File: config.mk
export PLATFORM = sky130hd
export DESIGN_NAME = gray_counter
export DESIGN_NICKNAME = d
export VERILOG_FILES = /design/src/rtl/gray_pkg.sv /design/src/rtl/gray_to_binary.sv /design/src/rtl/gray_counter.sv
export SDC_FILE = /design/constraint.sdc
export NUM_CORES = 1
export LEC_CHECK = 0
export CORE_MARGIN = 5
export CORE_UTILIZATION = 46
export DETAILED_ROUTE_END_ITERATION = 7
export PLACE_DENSITY = 0.89
export SLEW_MARGIN = 20
export SYNTH_ARGS = -nofsm -noshare
export SYNTH_HDL_FRONTEND = slang
export SYNTH_HIERARCHICAL = 1
export SYNTH_SLANG_ARGS = --single-unit
File: constraint.sdc
create_clock -name clk -period 2.2 [get_ports clk]
set_input_delay 0.44 -clock clk [delete_from_list [all_inputs] [get_ports clk]]
set_output_delay 0.44 -clock clk [all_outputs]
set_load 0.02 [all_outputs]
File: src/rtl/gray_pkg.sv
// Purpose : shared Gray-code helpers for the gray_counter slice.
// Latency : n/a (constants and pure functions only).
// Backpr. : n/a.
//
// Contents: GRAY_DEF_WIDTH (default counter width), GRAY_MAX_W (widest
// operand the helpers accept), bin2gray and gray2bin. Callers zero-extend
// narrower values to GRAY_MAX_W and truncate the result. Zero upper bits
// pass through both transforms unchanged, so the truncation is exact.
package gray_pkg;

  localparam int GRAY_DEF_WIDTH = 4;
  localparam int GRAY_MAX_W     = 32;

  function automatic logic [GRAY_MAX_W-1:0] bin2gray(input logic [GRAY_MAX_W-1:0] i_bin);
    return i_bin ^ (i_bin >> 1);
  endfunction

  // Prefix XOR from the MSB down: each binary bit is the parity of all
  // Gray bits at or above it.
  function automatic logic [GRAY_MAX_W-1:0] gray2bin(input logic [GRAY_MAX_W-1:0] i_gray);
    logic [GRAY_MAX_W-1:0] w_acc;
    w_acc[GRAY_MAX_W-1] = i_gray[GRAY_MAX_W-1];
    for (int i = GRAY_MAX_W-2; i >= 0; i--) begin
      w_acc[i] = w_acc[i+1] ^ i_gray[i];
    end
    return w_acc;
  endfunction

endpackage

File: src/rtl/gray_to_binary.sv
// Purpose : combinational Gray -> binary decoder for the counter load path.
// Latency : 0 cycles (pure combinational).
// Backpr. : none; output follows input continuously.
//
// Ports: i_gray [WIDTH] Gray-coded value in; o_bin [WIDTH] binary value out.
// WIDTH must not exceed gray_pkg::GRAY_MAX_W.
module gray_to_binary
  import gray_pkg::*;
#(
  parameter int WIDTH = GRAY_DEF_WIDTH
) (
  input  logic [WIDTH-1:0] i_gray,
  output logic [WIDTH-1:0] o_bin
);

  assign o_bin = WIDTH'(gray2bin(GRAY_MAX_W'(i_gray)));

endmodule

File: src/rtl/gray_counter.sv
// Purpose : registered up/down Gray counter with synchronous Gray load.
// Latency : 1 cycle from load/en to g, b and g_vld; tc is combinational.
// Backpr. : none; one step per enabled cycle, load has priority over en.
//
// Ports:
//   clk    rising-edge clock        rst_n  async active-low reset
//   en     count enable             up     1 = increment, 0 = decrement
//   load   sync load strobe         g_in   Gray-coded load value [WIDTH]
//   g      registered Gray count    b      registered binary count
//   tc     terminal count (next enabled step wraps/saturates)
//   g_vld  one-cycle pulse: g changed on the last edge
// Build option: define GRAY_CNT_SAT_EN to saturate at the ends instead of
// wrapping modulo 2^WIDTH.
module gray_counter
  import gray_pkg::*;
#(
  parameter int WIDTH   = GRAY_DEF_WIDTH,
  parameter int RST_VAL = 0
) (
  input  logic             clk,
  input  logic             rst_n,
  input  logic             en,
  input  logic             up,
  input  logic             load,
  input  logic [WIDTH-1:0] g_in,
  output logic [WIDTH-1:0] g,
  output logic [WIDTH-1:0] b,
  output logic             tc,
  output logic             g_vld
);

  localparam logic [WIDTH-1:0] RST_B = WIDTH'(RST_VAL);
  localparam logic [WIDTH-1:0] RST_G = RST_B ^ (RST_B >> 1);
  localparam logic [WIDTH-1:0] MAX_B = '1;
  localparam logic [WIDTH-1:0] ONE_B = WIDTH'(1);

  logic [WIDTH-1:0] r_b;
  logic [WIDTH-1:0] r_g;
  logic             r_g_vld;

  logic [WIDTH-1:0] w_load_b;
  logic [WIDTH-1:0] w_step_b;
  logic [WIDTH-1:0] w_nxt_b;
  logic [WIDTH-1:0] w_nxt_g;
  logic             w_nxt_vld;
  logic             w_tc;
  logic             w_step_ok;

  gray_to_binary #(
    .WIDTH (WIDTH)
  ) u_load_dec (
    .i_gray (g_in),
    .o_bin  (w_load_b)
  );

  // tc looks at the registered count and the live direction only, so it
  // flags the boundary even while en is low.
  assign w_tc = up ? (r_b == MAX_B) : (r_b == '0);

`ifdef GRAY_CNT_SAT_EN
  // At the boundary the count step is suppressed entirely (no g_vld).
  assign w_step_ok = !w_tc;
`else
  assign w_step_ok = 1'b1;
`endif

  always_comb begin
    w_step_b  = up ? (r_b + ONE_B) : (r_b - ONE_B);
    w_nxt_b   = r_b;
    w_nxt_g   = r_g;
    w_nxt_vld = 1'b0;
    if (load) begin
      w_nxt_b   = w_load_b;
      w_nxt_g   = g_in;
      w_nxt_vld = (g_in != r_g);
    end else if (en && w_step_ok) begin
      // g is derived from the next binary value so it never lags b.
      w_nxt_b   = w_step_b;
      w_nxt_g   = WIDTH'(bin2gray(GRAY_MAX_W'(w_step_b)));
      w_nxt_vld = 1'b1;
    end
  end

  always_ff @(posedge clk or negedge rst_n) begin
    if (!rst_n) begin
      r_b     <= RST_B;
      r_g     <= RST_G;
      r_g_vld <= 1'b0;
    end else begin
      r_b     <= w_nxt_b;
      r_g     <= w_nxt_g;
      r_g_vld <= w_nxt_vld;
    end
  end

  assign g     = r_g;
  assign b     = r_b;
  assign tc    = w_tc;
  assign g_vld = r_g_vld;

endmodule
# Yosys cells after proc, flatten, opt, wreduce, memory -nomap -nowiden
# Index checks and enable logic that the tools add are counted.
dict set report classes {
  reduce_logical 2
  bitwise_logic 4
  n_eq_ne 2
  mux 8
  addsub 2
}
# cell count
set ops {}
lappend ops {{$mux W4} 5}
lappend ops {{$add A4 B1 Y4 const B} 1}
lappend ops {{$eq A4 B4 Y1 const B} 1}
lappend ops {{$logic_not A4 Y1} 1}
lappend ops {{$ne A4 B4 Y1} 1}
lappend ops {{$sub A4 B1 Y4 const B} 1}
lappend ops {{$xor A4 B3 Y4} 1}
lappend ops {{$mux W1} 3}
lappend ops {{$xor A1 B1 Y1} 3}
lappend ops {{$reduce_bool A2 Y1} 1}
dict set report word_totals {
  elab_cells 21
  regBits 9
}

# Longest topological paths before layout
dict set report logic_depth {
  ltp_word 5
  mapped_depth 7
  depth_no_buf 7
}

# Cells and area by module
# The synthesis kept the hierarchy.
# module seq_area_each_um2 area_per_inst_um2 n_inst cells_per_inst
set modules_own_cells {}
lappend modules_own_cells {gray_counter 225.2 631.9 1 68}
lappend modules_own_cells {gray_to_binary 0.0 50.0 1 5}

# Least setup slack after synthesis
# No wires, ideal clock.
dict set report synth_path {
  path_kind {in2reg}
  from {in up}
  to {reg r_g[2], in the netlist g[2]}
  setup_ns 0.092
  arrival_time_ns 1.870
  path_slack_ns 0.238
  stages 7
  n_path_buf 0
  cell_sequence {inv_1 -> ha_1 -> a21o_1 -> a21oi_2 -> xnor2_2 -> xnor3_1 -> o31ai_2}
}
dict set report synth_between {
  elab_chain_len 4
}
# item line_no
set synth_lines {}
lappend synth_lines {{start: declaration} gray_counter.sv:23} ;# input logic up,
lappend synth_lines {{$mux W4} gray_counter.sv:68} ;# w_step_b = up ? (r_b + ONE_B) : (r_b - ONE_B);
lappend synth_lines {{$xor A4 B3 Y4} gray_pkg.sv:15} ;# return i_bin ^ (i_bin >> 1);
lappend synth_lines {{$mux W4} gray_counter.sv:76} ;# end else if (en && w_step_ok) begin
lappend synth_lines {{$mux W4} gray_counter.sv:72} ;# if (load) begin
lappend synth_lines {{end signal: assignment} gray_counter.sv:91} ;# r_g <= w_nxt_g;
lappend synth_lines {{end: declaration} gray_counter.sv:38} ;# logic [WIDTH-1:0] r_g;
# No other way between the ends. The select of a mux whose other input is x is not followed.
# A chain may end at the register's enable or synchronous reset.

# Worst setup path in the final report
dict set report layout_path {
  from {reg r_b[0], in the netlist b[0]}
  to {out b[0]}
}
# item line_no
set layout_rtl {}
lappend layout_rtl {{start: declaration} gray_counter.sv:37} ;# logic [WIDTH-1:0] r_b;
lappend layout_rtl {{start signal: assignment} gray_counter.sv:90} ;# r_b <= w_nxt_b;
lappend layout_rtl {{end: declaration} gray_counter.sv:27} ;# output logic [WIDTH-1:0] b,
# No word-level cell between the ends.

==> reports/qor_table.md <==
| Parameter | Reported | Unit |
|:---|:---|:---|
| Setup Crit Path Kind | reg -> out | - |
| Transition at the pin with the smallest max-transition slack | 0.409 | ns |
| Footprint of the multi-input gates | 455 | sq um |
| Async set or reset register ratio after synthesis | 100 | % |
| Post-layout worst setup margin | 0.305 | ns |
| Initial core utilization | 50.5 | % |
| Sequential share of the synthesized area | 33.0 | % |
| Routed vias/inst | 5.36 | - |
| Total Neg Setup Slack | 0 | ns |
| Final cell count without fillers | 116 | - |
| Destination of the worst register-to-register timing path | g[2]$_DFFE_PN0P_ | - |
| Starting DRT DRC Count | 15 | - |
| Residual DRC | 0 | - |
| Number of enable flip-flop cells after synthesis | 0 | - |
| Clock edge transition at the registers on the reported setup and hold paths | 0.07 | ns |
| Maximum VDD drop | 0.550 | mV |
| Number of hold violations in the final report | 0 | - |
| Number of max-slew violations in the final report | 0 | - |
| DIE WIDTH | 48.5 | um |
| Vias in the first global route | 609 | - |
| PwrDens | 870 | nW/um^2 |
| CP bufs+invs | 1 | - |
| Worst Setup Start Kind | flop | - |
| Run status | completed | - |
| TritonCTS clock tree | yes | - |
| Crit path max fanout | 7 | - |
| Overall fraction of global-route tracks in use | 14.6 | % |
| Die Ht | 48.5 | um |
| Fraction of final layout cells sized beyond drive strength 1 | 23.8 | % |
| WL per Instance | 14.7 | um |
| Unrepaired setup endpoints after global routing | no | - |
| # hold bufs at CTS | 0 | - |
| Flip-flop and latch count after synthesis | 9 | - |
| Worst Setup End Kind | output port | - |
| Most used DFF post-synth | dfrtp_1 | - |
| Number of nets still failing antenna checks after routing | 0 | - |
| Syn-to-layout area delta | 45.7 | % |
| Number of H-tree branching levels | 1 | - |
| Count of antenna diodes in the layout | 0 | - |
| Number of unique standard cell types used by synthesis | 29 | - |
| Worst slew slack as a fraction of its limit | 72.6 | % |
| Highest cell delay on the worst timing path | 0.67 | ns |
| First-pass GRT wire length | 2.70 | mm |
| Num ports | 19 | - |
| Port-buffer cells | 18 | - |
| Worst slack at placement | -0.270 | ns |
| Hold Crit Class | in -> async | - |
| Post-synthesis cell type with the largest combined area | dfrtp_1 | - |
| Clock power frac | 15.6 | % |
| Gr ovfl total | 0 | - |
| Initial DRT Pass Iterations | 4 | - |
| Commonest cells in the synthesized netlist | dfrtp_1, nand2_1, nor2_1, o21ai_0, xor2_1 | - |
| Initial antenna violation count | 0 | - |
| Worst R2R Start | b[1]$_DFFE_PN0P_ | - |
| Total via count in the routed design | 622 | - |
| TritonCTS buffer count | 3 | - |
| Switching pwr | 0.327 | mW |
| Pin count of the biggest net entering global routing | 13 | - |
| Minimum hold slack | 0.460 | ns |
| Max Clock Skew | 0.00547 | ns |
| Sinks on Clock Net | 9 | - |
| Count of warnings emitted by yosys | 6 | - |
| Floorplan core area | 1350 | sq um |
| Placed cells | 111 | - |
| Internal | 0.538 | mW |
| Fill cell instance count of the final layout | 91 | - |
| Sw frac | 37.8 | % |
| Power share of the sequential group | 28.4 | % |
| Mapped cell area | 682 | sq um |
| Most instantiated library cell after synthesis | dfrtp_1 | - |
| Total die area | 2350 | sq um |
| Overall power | 0.865 | mW |
| Crit path max-delay cell type | clkdlybuf4s50_1 | - |
| Combinational cell fraction of total power | 56.0 | % |
| Worst path arrival time | 1.45 | ns |
| Net total in the final layout | 114 | - |
| Register-to-Register Setup Slack | 0.32 | ns |
| Detailed-route wire length | 1.70 | mm |
| Clock period minus final worst setup slack | 1.89 | ns |
| Placer Congestion | 0.784 | - |
| Post-synth top area share | 33.0 | % |
| Post-route clock period utilization | 86.1 | % |
| Mean area per synthesized cell | 9.34 | sq um |
| Max capacitance violation total | 0 | - |
| Core Rows | 13 | - |
| Cells on worst reg2reg path | 6 | - |
| Leakage power summed over all cells | 0.450 | nW |
| Most area-consuming cells after synthesis | dfrtp_1, xor2_1, xnor2_1 | - |
| Critical path's top delay family | buffers and inverters | - |
| Logic depth of the worst setup path including buffers | 1 | - |
| DPL Wire Length | 1.32 | mm |
| Number of nets in the synthesized netlist | 85 | - |
| Crit-path cells | clkdlybuf4s50_1 | - |
| Cell chosen for the clock root | clkbuf_4 | - |
| Number of cells produced by synthesis | 73 | - |
| Clk_lat worst skew | 0.27 | ns |
| Achievable frequency | 0.528 | GHz |
| Total setup violations reported at the end of the flow | 0 | - |
| Area taken by flip-flops and latches | 225 | sq um |
| Max clock buf depth | 2 | - |
| Worst Path Required | 1.76 | ns |
layout by cell type (no fill, tap or decap), drive strengths merged, types with 4 or more instances in the layout:
cell type      count
clkdlybuf4s50     16
buf               10
dfrtp              9
nand2              8
xor2               7
nor2               6
o21ai              6
a21oi              6
xnor2              6
clkbuf             5
inv                4
logic make-up (layout without fill, tap and decap cells):
logic type      after synthesis  after routing  synth area share (%)
buf+inv                       8             36                  5.14
compound gates               19             19                  18.5
xor+xnor                     14             14                  22.2
mux                           2              2                  2.94
fa+ha+maj                     3              3                  6.61
flops                         9              9                  33.0
simple gates                 18             18                  11.6
final cells by class:
type | count | share of cell area [%]
clock buffers | 4 | 2.64
well taps | 15 | 1.89
multi-input cells | 56 | 45.8
inverters | 4 | 1.51
repair buffers | 28 | 25.4
flip-flops and latches | 9 | 22.7
registers in the layout (all words and copies together) (netlist names):
name   flops
g_vld      1
b          4
g          4
routing by layer:
layer	wire length [um]	GRT usage [%]	share of wire, %	vias up
li1	-	-	-	305
met1	692	15.5	41	285
met2	837	25.4	49	30
met3	157	6.12	9.2	2
met4	15	5.38	0.88	0
met5	0	0	0	-
repair_timing:
item | 4_1_cts | 5_1_grt
pin swaps | 0 | 4
buffers inserted | 0 | 1
resized for setup | 1 | 9
endpoints found under the setup margin | 1 | 2
power by group through the flow:
stage	Clock (mW)	Sequential (mW)	Combinational, mW
detailed placement	0	0.246	0.435
floorplan	0	0.283	0.221
global placement	0	0.245	0.420
finish	0.135	0.245	0.485
CTS	0.142	0.243	0.435
global route	0.147	0.252	0.525
per-stage QoR:
stage / instance area, sq um / util, %
finish: 993 / 73.6
CTS: 953 / 70.6
global route: 993 / 73.6
global placement: 928 / 68.8
detailed placement: 928 / 68.8
floorplan: 682 / -
worst max path at each step:
stage | start | endpoint
floorplan | up | g[2]$_DFFE_PN0P_
finish | b[0]$_DFFE_PN0P_ | b[0]
CTS | up | tc
detailed placement | up | g[2]$_DFFE_PN0P_
global placement | up | tc
global route | b[1]$_DFFE_PN0P_ | g[2]$_DFFE_PN0P_
No activity file was read; power rests on OpenSTA's default activity.
